### config.mk
export PLATFORM = sky130hd
export DESIGN_NAME = dsp_pack_seq_ctrl
export DESIGN_NICKNAME = d
export VERILOG_FILES = /design/src/rtl/dsp_pack_seq_ctrl.sv
export SDC_FILE = /design/constraint.sdc
export NUM_CORES = 1
export LEC_CHECK = 0
export ABC_AREA = 1
export CORE_UTILIZATION = 45
export CTS_BUF_LIST = sky130_fd_sc_hd__clkbuf_8
export DETAILED_ROUTE_END_ITERATION = 10
export MAX_ROUTING_LAYER = met4
export PLACE_DENSITY_LB_ADDON = 0.15
export SLEW_MARGIN = 25
export SYNTH_ARGS = -nofsm -noshare
export SYNTH_HDL_FRONTEND = slang
export SYNTH_SLANG_ARGS = --single-unit
### constraint.sdc
create_clock -name I_clk -period 3 [get_ports I_clk]
set_input_delay 0.6 -clock I_clk [delete_from_list [all_inputs] [get_ports I_clk]]
set_output_delay 0.6 -clock I_clk [all_outputs]
set_load 0.01 [all_outputs]
### src/rtl/dsp_pack_seq_ctrl.sv
// Issue/capture sequencer for one packed-weight DSP48E2 multiply unit (two weights per pre-adder).
// Optional bubble counter is built only when DSP_PACK_SEQ_STALL_CNT_EN is defined.
`timescale 1ns/1ps
module dsp_pack_seq_ctrl #(
  parameter int DSP_LAT   = 4,
  parameter int OPM_DLY   = 3,
  parameter int LO_W      = 18,
  parameter int RES_DEPTH = 8
) (
  input  logic             I_clk,
  input  logic             I_rst,
  input  logic             I_start,
  input  logic [7:0]       I_tap_num,
  input  logic [15:0]      I_pix_num,
  output logic             O_busy,
  output logic             O_done,
  input  logic             I_src_valid,
  output logic             O_src_ready,
  input  logic [17:0]      I_feature,
  input  logic [29:0]      I_weight_l,
  input  logic [26:0]      I_weight_h,
  output logic [17:0]      O_dsp_feature,
  output logic [29:0]      O_dsp_weight_l,
  output logic [26:0]      O_dsp_weight_h,
  output logic [8:0]       O_dsp_opmode,
  input  logic [47:0]      I_dsp_p,
  output logic             O_res_valid,
  input  logic             I_res_ready,
  output logic [LO_W-1:0]  O_res_lo,
  output logic [47-LO_W:0] O_res_hi,
  output logic [31:0]      O_stall_cnt,
  output logic [1:0]       O_dbg_state
);
  localparam int HI_W = 48 - LO_W;
  localparam int CW   = $clog2(RES_DEPTH + 1);
  localparam int AW   = $clog2(RES_DEPTH);
  localparam logic [CW:0] DEPTH_C = (CW + 1)'(RES_DEPTH);
  localparam logic [8:0] OPM_LOAD = 9'b00_000_0101;
  localparam logic [8:0] OPM_ACC  = 9'b00_010_0101;
  localparam logic [8:0] OPM_HOLD = 9'b00_010_0000;

  typedef enum logic [1:0] {S_IDLE, S_RUN, S_DRAIN, S_DONE} state_e;

  state_e          state_q;
  logic [7:0]      tap_num_q, tap_cnt_q;
  logic [15:0]     pix_num_q, pix_cnt_q;
  logic [CW-1:0]   inflight_q, fifo_cnt_q;
  logic [AW-1:0]   wr_ptr_q, rd_ptr_q;
  logic [LO_W-1:0] mem_lo_q [RES_DEPTH];
  logic [HI_W-1:0] mem_hi_q [RES_DEPTH];
  logic [17:0]     feature_q;
  logic [29:0]     weight_l_q;
  logic [26:0]     weight_h_q;
  logic [8:0]      slot_opm_q;
  logic [8:0]      opm_dly_q [OPM_DLY];
  logic            last_q;
  logic [DSP_LAT-1:0] lat_sr_q;

  logic tap0, last_tap, credit_ok, src_ready, issue, push, pop;
  logic [LO_W-1:0] cap_lo;
  logic [HI_W-1:0] cap_hi;

  // Credits are only charged at tap 0: a pixel that has started always finishes.
  assign tap0      = (tap_cnt_q == 8'd0);
  assign last_tap  = (tap_cnt_q == tap_num_q - 8'd1);
  assign credit_ok = !tap0 || (({1'b0, fifo_cnt_q} + {1'b0, inflight_q}) < DEPTH_C);
  assign src_ready = (state_q == S_RUN) && credit_ok;
  assign issue     = I_src_valid && src_ready;
  assign push      = lat_sr_q[DSP_LAT-1];
  assign pop       = (fifo_cnt_q != '0) && I_res_ready;

  // The low field is signed, so a negative low result borrows one from the high field.
  assign cap_lo = I_dsp_p[LO_W-1:0];
  assign cap_hi = I_dsp_p[47:LO_W] + {{(HI_W-1){1'b0}}, I_dsp_p[LO_W-1]};

  always_ff @(posedge I_clk) begin
    if (I_rst) begin
      state_q    <= S_IDLE;
      tap_num_q  <= '0;
      pix_num_q  <= '0;
      tap_cnt_q  <= '0;
      pix_cnt_q  <= '0;
      inflight_q <= '0;
    end else begin
      if (issue && tap0 && !push)
        inflight_q <= inflight_q + CW'(1);
      else if (push && !(issue && tap0))
        inflight_q <= inflight_q - CW'(1);
      case (state_q)
        S_IDLE: begin
          if (I_start) begin
            tap_num_q <= I_tap_num;
            pix_num_q <= I_pix_num;
            tap_cnt_q <= '0;
            pix_cnt_q <= '0;
            state_q   <= (I_tap_num != '0 && I_pix_num != '0) ? S_RUN : S_DONE;
          end
        end
        S_RUN: begin
          if (issue) begin
            if (last_tap) begin
              tap_cnt_q <= '0;
              pix_cnt_q <= pix_cnt_q + 16'd1;
              if (pix_cnt_q == pix_num_q - 16'd1) state_q <= S_DRAIN;
            end else begin
              tap_cnt_q <= tap_cnt_q + 8'd1;
            end
          end
        end
        S_DRAIN: begin
          if (push && inflight_q == CW'(1)) state_q <= S_DONE;
        end
        default: state_q <= S_IDLE;
      endcase
    end
  end

  always_ff @(posedge I_clk) begin
    if (I_rst) begin
      feature_q  <= '0;
      weight_l_q <= '0;
      weight_h_q <= '0;
      slot_opm_q <= '0;
      last_q     <= 1'b0;
      lat_sr_q   <= '0;
      for (int i = 0; i < OPM_DLY; i++) opm_dly_q[i] <= '0;
      wr_ptr_q   <= '0;
      rd_ptr_q   <= '0;
      fifo_cnt_q <= '0;
    end else begin
      feature_q  <= issue ? I_feature  : '0;
      weight_l_q <= issue ? I_weight_l : '0;
      weight_h_q <= issue ? I_weight_h : '0;
      slot_opm_q <= issue ? (tap0 ? OPM_LOAD : OPM_ACC) : OPM_HOLD;
      last_q     <= issue && last_tap;
      lat_sr_q   <= {lat_sr_q[DSP_LAT-2:0], last_q};
      opm_dly_q[0] <= slot_opm_q;
      for (int i = 1; i < OPM_DLY; i++) opm_dly_q[i] <= opm_dly_q[i-1];
      if (push) wr_ptr_q <= wr_ptr_q + AW'(1);
      if (pop)  rd_ptr_q <= rd_ptr_q + AW'(1);
      if (push && !pop)
        fifo_cnt_q <= fifo_cnt_q + CW'(1);
      else if (pop && !push)
        fifo_cnt_q <= fifo_cnt_q - CW'(1);
    end
  end

  always_ff @(posedge I_clk) begin
    if (push) begin
      mem_lo_q[wr_ptr_q] <= cap_lo;
      mem_hi_q[wr_ptr_q] <= cap_hi;
    end
  end

`ifdef DSP_PACK_SEQ_STALL_CNT_EN
  logic [31:0] stall_q;
  always_ff @(posedge I_clk) begin
    if (I_rst)
      stall_q <= '0;
    else if (state_q == S_IDLE && I_start)
      stall_q <= '0;
    else if (state_q == S_RUN && !issue && stall_q != '1)
      stall_q <= stall_q + 32'd1;
  end
  assign O_stall_cnt = stall_q;
`else
  assign O_stall_cnt = '0;
`endif

  assign O_busy         = (state_q != S_IDLE);
  assign O_done         = (state_q == S_DONE);
  assign O_src_ready    = src_ready;
  assign O_dsp_feature  = feature_q;
  assign O_dsp_weight_l = weight_l_q;
  assign O_dsp_weight_h = weight_h_q;
  assign O_dsp_opmode   = opm_dly_q[OPM_DLY-1];
  assign O_res_valid    = (fifo_cnt_q != '0);
  assign O_res_lo       = O_res_valid ? mem_lo_q[rd_ptr_q] : '0;
  assign O_res_hi       = O_res_valid ? mem_hi_q[rd_ptr_q] : '0;
  assign O_dbg_state    = state_q;
endmodule

==> flow_metrics.env, run 1 <==
export IMPL_hp_class="reg -> reg"
export IMPL_route_detailed_drc=0
export IMPL_r2r_start="fifo_cnt_q[0]"
export IMPL_antenna_found_initial=5
export IMPL_cts_sinks=539
export IMPL_status="finished, final reports clean"
export IMPL_hold_slack_ns=0.384
export IMPL_dr_total_vias=16511
export IMPL_yosys_warnings=0
export IMPL_vias_per_cell=5.11
export IMPL_timing_fmax_mhz=345
export IMPL_start_util_pct=45.7
export IMPL_final_hold_violation_count=0
export IMPL_power_density_nw_per_um2=801
export IMPL_synth_compound_gate_area_share_pct=10.3
export IMPL_grt_ovfl_total=0
export IMPL_yosys_area_share_simple_pct=13.9
export IMPL_clock_skew_final_ns=0.0354
export IMPL_start_kind="flop"
export IMPL_drv_slew=0
export IMPL_r2r_slack_ns=0.38
export IMPL_pre_cts_slack_ns=-0.388
export IMPL_drive_gt1_share_pct=12.4
export IMPL_worst_setup_path_type="reg -> out"
export IMPL_dpl_cell_area_um2=26200
export IMPL_synth_xor_area_share_pct=2.78
export IMPL_die_w_um=225
export IMPL_synth_seq_cells=539
export IMPL_dr_first_iter_drc_count=1163
export IMPL_finalWirelength_mm=58.5
export IMPL_worstPathRequired_ns=2.40
export IMPL_setup_violations=0
export IMPL_worst_slack_ns=0.105
export IMPL_syn_inst=2117
export IMPL_synth_edf_count=384
export IMPL_hpwlAfterDp_mm=33.7
export IMPL_synth_fa_ha_area_share_pct=1.43
export IMPL_grt_max_degree=49
export IMPL_die_h_um=225
export IMPL_min_period_over_period_pct=96.5
export IMPL_htree_levels=3
export IMPL_grt_pass1_wl_mm=89.0
export IMPL_drv_cap=0
export IMPL_synth_area_mux_share_pct=0
export IMPL_peakVddDrop_mv=0.427
export IMPL_dominantRegCellSynth="edfxtp_1"
export IMPL_syn_cell_area_um2=22400
export IMPL_relSlewSlack_pct=56.2
export IMPL_fin_nets=2662
export IMPL_io_buffers=283
export IMPL_clockBufferDepth=3
export IMPL_rows=81
export IMPL_holdPathEnd="opm_dly_q[0][14]"
export IMPL_ys_seq_area_share_pct=65.5
export IMPL_drtPass1Iterations=7
export IMPL_crit_fanout=23
export IMPL_crit_arrival_ns=2.30
export IMPL_fill_cells=4153
export IMPL_holdPathStages=2
export IMPL_reg2regPathDepth=12
export IMPL_cts_tree="yes"
export IMPL_slowest_stage="dfxtp_4"
export IMPL_pin_count=322
export IMPL_crit_family="buffers and inverters"
export IMPL_gp_congestion=0.843
export IMPL_fin_setup_tns_ns=0
export IMPL_cts_hold_buf=0
export IMPL_core_area_um2=49000
export IMPL_area_delta_synth_final_pct=26.9
export IMPL_clk_pin_slew_ns=0.06
export IMPL_worst_pin_slew_ns=0.652
export IMPL_fin_util_pct=57.9
export IMPL_postRouteAntennaNets=0
export IMPL_grt_pass1_vias=16040
export IMPL_post_route_min_period_ns=2.90
export IMPL_p_leak_nw=10.7
export IMPL_path_cells="buf_12 -> clkinv_8 -> bufbuf_16 -> nor2_1 -> o22ai_1 -> o21ai_0 -> a31oi_1 -> buf_2"
export IMPL_avgSynthCellArea_um2=10.6
export IMPL_dieArea_um2=50600
export IMPL_wl_per_cell_um=18.1
export IMPL_ys_types=50
export IMPL_numCtsBuffers=91
export IMPL_timing_rr_end="fifo_cnt_q[3]"
export IMPL_crit_path_end_kind="output port"
export IMPL_critPathBufInv=4
export IMPL_rsz0062_at_grt="yes"
export IMPL_critPathMaxStageDelay_ns=0.36
export IMPL_cts_root_buf="clkbuf_8"
export IMPL_insertion_delay_ns=0.68
export IMPL_hp_start="opm_dly_q[0][5]"
export IMPL_async_flop_share_pct=0
export IMPL_finalInstanceArea_um2=28400
export IMPL_synth_top_family_by_area="simple AND/OR/NAND/NOR gates"
export IMPL_gr_usage_all_layers_pct=23.7
flip-flops by register name (all words and copies together) (netlist names), named ones only:
register,cells
lat_sr_q,4
last_q,1
wr_ptr_q,3
mem_lo_q,144
fifo_cnt_q,4
O_dsp_weight_l,30
rd_ptr_q,3
mem_hi_q,240
tap_cnt_q,8
inflight_q,4
slot_opm_q,2
pix_num_q,16
tap_num_q,8
O_dsp_weight_h,27
pix_cnt_q,16
O_dbg_state,2
O_dsp_feature,18
opm_dly_q,6
cells in the mapped netlist (all sizes together), types with 2 or more instances:
library cell	instances	share of area (%)
xnor2	23	0.90
dfxtp	155	14
o22ai	48	1.3
ha	24	1.3
nand3b	5	0.17
edfxtp	384	52
buf	61	1.9
o211ai	2	0.067
nor3b	4	0.13
clkbuf	85	1.4
o21ai	286	6.4
a21oi	46	1.0
and3	2	0.062
or2	3	0.095
nand2	132	2.3
nor3	13	0.44
nand3	54	1.3
nor2	499	8.5
nand4	17	0.48
nor4	10	0.35
xor2	48	1.9
inv	159	2.7
a31oi	49	1.4
power by group:
part           switching [mW]  leakage, nW  internal, mW
clock network            2.98        0.974          3.07
registers               0.242         4.71          8.23
logic                    4.85         5.06          3.34
total                    8.07         10.7          14.6
cells by family (layout without fill, tap and decap cells):
family | after synthesis | after routing
buffers and inverters | 306 | 714
XOR/XNOR | 71 | 71
AO/OA/AOI/OAI | 434 | 434
adder cells (fa/ha/maj) | 25 | 25
AND/OR/NAND/NOR | 741 | 741
other | 1 | 43
flip-flops | 539 | 539
metal layers:
layer  track usage [%]  wire length, um  vias up
met4              8.08             1360        0
met5                 -                0        -
met2              38.4            28500      535
li1                  -                -     7953
met1              29.7            24800     7917
met3              4.69             3820      106
cell type report:
class	instances	area (um2)	share of cell area (%)
inverters	160	616	2.17
repair buffers	384	3950	13.9
clock inverters	74	368	1.30
diodes	5	12.5	0.0441
flip-flops and latches	539	14600	51.6
well taps	664	831	2.93
clock buffers	96	1320	4.66
multi-input cells	1309	6620	23.3
how the worst max path moves through the flow:
stage / startpoint / end / slack (ns) / cells past startpoint
final: flop / O_res_hi[27] / 0.10 / 8
after CTS: flop / O_res_lo[16] / -0.03 / 9
after global routing: flop / O_res_hi[27] / -0.02 / 8
after detailed placement: I_dsp_p[17] / mem_hi_q[7][26] / -0.39 / 10
after global placement: I_dsp_p[17] / mem_hi_q[3][24] / -0.29 / 10
after floorplan: lat_sr_q[3] / mem_hi_q[0][0] / -0.24 / 3
layout by cell type (no fill, tap or decap), types with 4 or more instances in the layout:
cell             instances
nor2_1                 484
inv_2                   10
clkbuf_2                 9
nor2_2                   4
clkdlybuf4s50_1        234
nor2_4                  11
a21oi_1                 46
nor3b_1                  4
buf_2                   28
xor2_1                  48
o21ai_0                257
nand3_1                 50
nand3_2                  4
ha_1                    24
buf_12                  19
diode_2                  5
nand2_2                  4
clkbuf_8                96
conb_1                  38
edfxtp_1               384
buf_16                   7
bufbuf_16                4
o21ai_1                 28
clkinv_2                15
a31oi_1                 41
xnor2_1                 23
nand2_1                126
nor4_1                   9
nor3_1                   9
inv_1                  175
nand3b_1                 5
buf_6                    6
dlygate4sd2_1            6
o22ai_1                 48
dfxtp_1                153
nand4_1                 17
buf_4                   63
a31oi_2                  8
clkinv_1                25
worst min-delay path, delay by kind of cell, from the launching register on:
family        cells  cell delay (ns)
flops             1             0.29
buf+inv           1             0.04
simple gates      1             0.03
through the flow:
stage | instances | total power [mW]
2_1_floorplan | 2154 | 12.9
3_3_place_gp | 3023 | 16.1
3_5_place_dp | 3023 | 16.3
4_1_cts | 3219 | 22.8
5_1_grt | 3231 | 24.0
6_report | 3231 | 22.7
repair_timing:
item | CTS | global route
gates resized for setup | 191 | 46
pin swaps | 11 | 5
endpoints found under the setup margin | 49 | 46
cloned | 10 | 2
setup buffers | 16 | 8
No activity file was read; power rests on OpenSTA's default activity.
==> run 2: changes to the inputs <==
Settings changed: SKIP_LAST_GASP from default to 1.
==> run 2 against run 1 <==
  * Clock power hardly changed
  * Largest power group unchanged
  * Sequential share of layout area up 0.12 points
  * Worst hold slack is essentially flat
  * Critical path depth is 1 lower
  * Register-to-register slack barely moved
  * Sequential power about the same
  * Clock skew fell by 0.0016 ns
==> flow_metrics.env, run 2 (synthesis gave the netlist of run 1 again) <==
export IMPL_crit_arrival_ns=2.31
export IMPL_die_h_um=225
export IMPL_die_w_um=225
export IMPL_worst_slack_ns=0.0887
export IMPL_gp_congestion=0.843
export IMPL_grt_pass1_wl_mm=89.1
export IMPL_status="finished, final reports clean"
export IMPL_dr_first_iter_drc_count=1125
export IMPL_drtPass1Iterations=5
export IMPL_largest_reg_flops=240
export IMPL_clock_skew_final_ns=0.0338
export IMPL_relSlewSlack_pct=56.2
export IMPL_path_cells="buf_4 -> bufbuf_16 -> o21ai_0 -> o22ai_1 -> o21ai_0 -> a31oi_1 -> dlygate4sd2_1"
export IMPL_vias_per_cell=5.12
export IMPL_wl_per_cell_um=18.1
export IMPL_grt_pass1_vias=16054
export IMPL_core_area_um2=49000
export IMPL_io_buffers=283
export IMPL_rows=81
export IMPL_peakVddDrop_mv=0.427
export IMPL_reg2regPathDepth=12
export IMPL_hpwlAfterDp_mm=33.7
export IMPL_grt_use_met3_pct=4.69
export IMPL_drive_gt1_share_pct=12.2
export IMPL_drv_slew=0
export IMPL_setup_violations=0
export IMPL_grt_max_degree=49
export IMPL_clk_pin_slew_ns=0.06
export IMPL_final_hold_violation_count=0
export IMPL_grt_ovfl_total=0
export IMPL_post_route_min_period_ns=2.91
export IMPL_final_cell_mix="nor2_1, edfxtp_1, o21ai_0"
export IMPL_top_register="mem_hi_q"
export IMPL_holdPathStages=2
export IMPL_antenna_found_initial=5
export IMPL_start_util_pct=45.7
export IMPL_finalWirelength_mm=58.4
export IMPL_power_density_nw_per_um2=799
export IMPL_worstPathRequired_ns=2.40
export IMPL_layout_commonest_cell="nor2_1"
export IMPL_route_detailed_drc=0
export IMPL_slowest_stage="dfxtp_4"
export IMPL_dr_total_vias=16515
export IMPL_postRouteAntennaNets=0
export IMPL_use_met1_pct=29.7
export IMPL_pin_count=322
export IMPL_drv_cap=0
export IMPL_cts_root_buf="clkbuf_8"
export IMPL_insertion_delay_ns=0.67
export IMPL_min_period_over_period_pct=97.0
export IMPL_dieArea_um2=50600
export IMPL_timing_fmax_mhz=343
export IMPL_worst_setup_path_type="reg -> out"
export IMPL_cts_sinks=539
export IMPL_r2r_start="fifo_cnt_q[0]"
export IMPL_hp_class="reg -> reg"
export IMPL_crit_path_end_kind="output port"
export IMPL_timing_rr_end="fifo_cnt_q[3]"
export IMPL_crit_top_cell="o21ai_0"
export IMPL_groute_layer_met2_usage_pct=38.4
export IMPL_start_kind="flop"
export IMPL_pre_cts_slack_ns=-0.388
export IMPL_worst_pin_slew_ns=0.652
export IMPL_area_delta_synth_final_pct=26.6
export IMPL_r2r_slack_ns=0.39
export IMPL_fin_nets=2658
export IMPL_hold_slack_ns=0.384
export IMPL_p_leak_nw=10.7
export IMPL_cts_hold_buf=0
export IMPL_numCtsBuffers=91
export IMPL_critPathMaxStageDelay_ns=0.39
export IMPL_cts_tree="yes"
export IMPL_htree_levels=3
export IMPL_clockBufferDepth=3
export IMPL_holdPathEnd="opm_dly_q[0][14]"
export IMPL_crit_fanout=16
export IMPL_hp_start="opm_dly_q[0][5]"
export IMPL_rsz0062_at_grt="yes"
export IMPL_gr_usage_all_layers_pct=23.7
export IMPL_fill_cells=4153
export IMPL_busiest_layer="met2"
-- run 2: changes by cell type in the layout (fill, tap and decap cells not counted), moves of 2 or more --
cell / change
buf_16: -3
buf_2: -3
buf_6: -3
bufbuf_16: +2
clkbuf_2: +2
dlygate4sd2_1: +4
o21ai_0: +8
o21ai_1: -8
-- run 2: repair_timing --
item | in CTS | in global routing
setup buffers | 16 | 5
gates resized for setup | 158 | 46
endpoints found under the setup margin | 49 | 46
gates cloned | 10 | 2
pin swaps | 11 | 8
-- run 2: critical path, delay by kind of cell (launching register included) --
kind / cells / cell delay (ns)
buf+inv: 3 / 0.75
compound gates: 4 / 0.51
flops: 1 / 0.39
-- run 2: report_power, final --
part / switching (mW) / internal, mW / total, mW
clock network: 2.97 / 3.07 / 6.05
registers: 0.244 / 8.23 / 8.48
logic: 4.80 / 3.27 / 8.07
total: 8.02 / 14.6 / 22.6
-- run 2: metrics by stage --
stage	instances	util (%)	TNS, ns	area, um2	power (mW)
floorplan	2154	-	-45.44	22500	12.9
global placement	3023	53.5	-15.31	26200	16.1
detailed placement	3023	53.5	-24.24	26200	16.3
CTS	3219	57.9	-0.992	28300	22.8
global route	3227	57.8	-0.154	28300	23.9
finish	3227	57.8	0	28300	22.6
-- run 2: final cells by class --
| type | count | area (um2) | area share, % |
|---|---|---|---|
| multi-input cells | 1309 | 6630 | 23.4 |
| repair buffers | 380 | 3880 | 13.7 |
| clock buffers | 96 | 1320 | 4.67 |
| flip-flops and latches | 539 | 14600 | 51.8 |
| clock inverters | 74 | 368 | 1.30 |
| diodes | 5 | 12.5 | 0.0442 |
| well taps | 664 | 831 | 2.94 |
| inverters | 160 | 608 | 2.15 |
-- run 2: how the worst max path moves through the flow --
stage,startpoint,end,cells past startpoint
6_report,flop,O_res_hi[8],7
2_1_floorplan,lat_sr_q[3],mem_hi_q[0][0],3
4_1_cts,flop,O_res_hi[19],9
5_1_grt,flop,O_res_hi[8],7
3_3_place_gp,I_dsp_p[17],mem_hi_q[3][24],10
3_5_place_dp,I_dsp_p[17],mem_hi_q[7][26],10
-- run 2: layer usage --
layer  vias to the layer above  wire [um]
met2                       536      28400
met1                      7925      24900
met3                       104       3630
met5                         -          0
met4                         0       1370
li1                       7950          -
==> run 3: changes to the inputs <==
Settings changed: SETUP_SLACK_MARGIN from default to 0.15.
==> run 3 against run 2 <==
  * Clock power rose by 3%
  * Final cell count rose by 0.53%
  * Flip-flop and latch count did not move
  * Critical path depth rose by 1
  * Largest cell class unchanged
  * Critical endpoint is now O_res_hi[3]
  * Wire length rose by 5.1%
  * Sequential power barely moved
  * Largest power group is now combinational cells
  * First-iteration DRC count rose by 12%
  * Worst hold slack improved by 0.016 ns
  * Core utilization rose by 1.7 points
  * Sequential share of layout area fell by 1.5 points
  * Highest routed layer unchanged
==> flow_metrics.env, run 3 (synthesis gave the netlist of run 1 again) <==
export IMPL_final_cell_mix="nor2_1, edfxtp_1, clkdlybuf4s50_1"
export IMPL_fin_nets=2680
export IMPL_power_density_nw_per_um2=820
export IMPL_fill_cells=4090
export IMPL_io_buffers=283
export IMPL_wl_per_cell_um=18.9
export IMPL_register_area_um2=14600
export IMPL_top_register="mem_hi_q"
export IMPL_worst_pin_slew_ns=0.784
export IMPL_p_leak_nw=11.1
export IMPL_largest_reg_flops=240
export IMPL_dieArea_um2=50600
export IMPL_crit_path_end_kind="output port"
export IMPL_grt_pass1_vias=16082
export IMPL_die_h_um=225
export IMPL_critPathMaxStageDelay_ns=0.37
export IMPL_grt_max_degree=55
export IMPL_die_w_um=225
export IMPL_p_total_mw=23.9
export IMPL_clk_pin_slew_ns=0.06
export IMPL_insertion_delay_ns=0.69
export IMPL_route_detailed_drc=0
export IMPL_crit_arrival_ns=2.31
export IMPL_finalWirelength_mm=61.4
export IMPL_clock_skew_final_ns=0.0297
export IMPL_dr_first_iter_drc_count=1259
export IMPL_rsz0062_at_grt="yes"
export IMPL_clockBufferDepth=3
export IMPL_gr_usage_all_layers_pct=24.5
export IMPL_stdcell_count=3244
export IMPL_postRouteAntennaNets=0
export IMPL_layout_commonest_cell="nor2_1"
export IMPL_grt_pass1_wl_mm=91.3
export IMPL_post_route_min_period_ns=2.91
export IMPL_hp_class="reg -> reg"
export IMPL_hpwlAfterDp_mm=33.7
export IMPL_timing_fmax_mhz=343
export IMPL_cts_hold_buf=0
export IMPL_path_cells="buf_12 -> buf_12 -> buf_16 -> nor2_1 -> nor2_1 -> o21ai_1 -> a31oi_2 -> buf_2"
export IMPL_core_area_um2=49000
export IMPL_peakVddDrop_mv=0.558
export IMPL_cts_root_buf="clkbuf_8"
export IMPL_cts_tree="yes"
export IMPL_pre_cts_slack_ns=-0.404
export IMPL_drive_gt1_share_pct=14.6
export IMPL_dr_total_vias=16843
export IMPL_multiInputGateArea_um2=6770
export IMPL_holdPathStages=2
export IMPL_status="finished, final reports clean"
export IMPL_pin_count=322
export IMPL_reg2regPathDepth=12
export IMPL_grt_ovfl_total=0
export IMPL_area_delta_synth_final_pct=30.4
export IMPL_numCtsBuffers=92
export IMPL_drtPass1Iterations=5
export IMPL_antenna_found_initial=1
export IMPL_vias_per_cell=5.19
export IMPL_gp_congestion=0.848
export IMPL_worst_slack_ns=0.0872
export IMPL_slowest_stage="dfxtp_4"
export IMPL_worst_setup_path_type="reg -> out"
export IMPL_start_kind="flop"
export IMPL_crit_fanout=7
export IMPL_setup_violations=0
export IMPL_rows=81
export IMPL_dp_cells=3027
export IMPL_min_period_over_period_pct=97.1
export IMPL_relSlewSlack_pct=47.3
export IMPL_drv_cap=0
export IMPL_start_util_pct=45.7
export IMPL_final_hold_violation_count=0
export IMPL_htree_levels=3
export IMPL_worstPathRequired_ns=2.40
export IMPL_cts_sinks=539
export IMPL_drv_slew=0
==> run 3: routing by layer <==
layer	global-route usage, %	vias up	wire (um)
li1	-	7999	-
met1	30.6	8127	25200
met2	41.1	626	30300
met3	4.53	91	4750
met4	6.41	0	1150
met5	-	-	0
==> run 3: through the flow <==
stage          hold WS, ns  util, %  area [um2]  TNS [ns]
2_1_floorplan        0.388        -       22500    -45.44
6_report             0.400     59.5       29100         0
4_1_cts              0.402     58.7       28700         0
5_1_grt              0.418     59.5       29100   -0.0160
3_3_place_gp         0.390     53.7       26300    -13.78
3_5_place_dp         0.395     53.7       26300    -21.91
==> run 3: power by group <==
part / internal (mW) / switching (mW) / total (mW)
Clock: 3.26 / 2.97 / 6.23
Combinational: 3.97 / 5.19 / 9.16
Sequential: 8.24 / 0.265 / 8.51
Total: 15.5 / 8.43 / 23.9
==> run 3: critical path, delay by kind of cell (launching register included) <==
family | cells | cell delay, ns
compound gates | 2 | 0.39
buf+inv | 4 | 0.67
simple gates | 2 | 0.18
flops | 1 | 0.37
==> run 3: timing repair <==
item                                    in CTS  in global routing
pin swaps                                   14                 59
gates resized for setup                    265                134
endpoints found under the setup margin      51                 73
cloned                                      21                  7
buffers inserted                            11                  7
==> run 3: area by class of cell <==
cell class / count / share of cell area (%)
Sequential cell: 539 / 50.3
Timing Repair Buffer: 400 / 15.4
Tap cell: 664 / 2.85
Timing Repair inverter: 1 / 0.0558
Clock inverter: 70 / 1.26
Multi-Input combinational cell: 1309 / 23.2
Inverter: 160 / 2.17
Clock buffer: 100 / 4.72
Antenna cell: 1 / 0.00859
==> run 3: worst paths after layout <==
path / startpoint / endpoint / slack (ns)
setup reg to reg: fifo_cnt_q[0] / fifo_cnt_q[3] / 0.32
hold / removal: lat_sr_q[2] / lat_sr_q[3] / 0.40
setup / recovery: flop / O_res_hi[3] / 0.09
hold reg to reg: lat_sr_q[2] / lat_sr_q[3] / 0.40
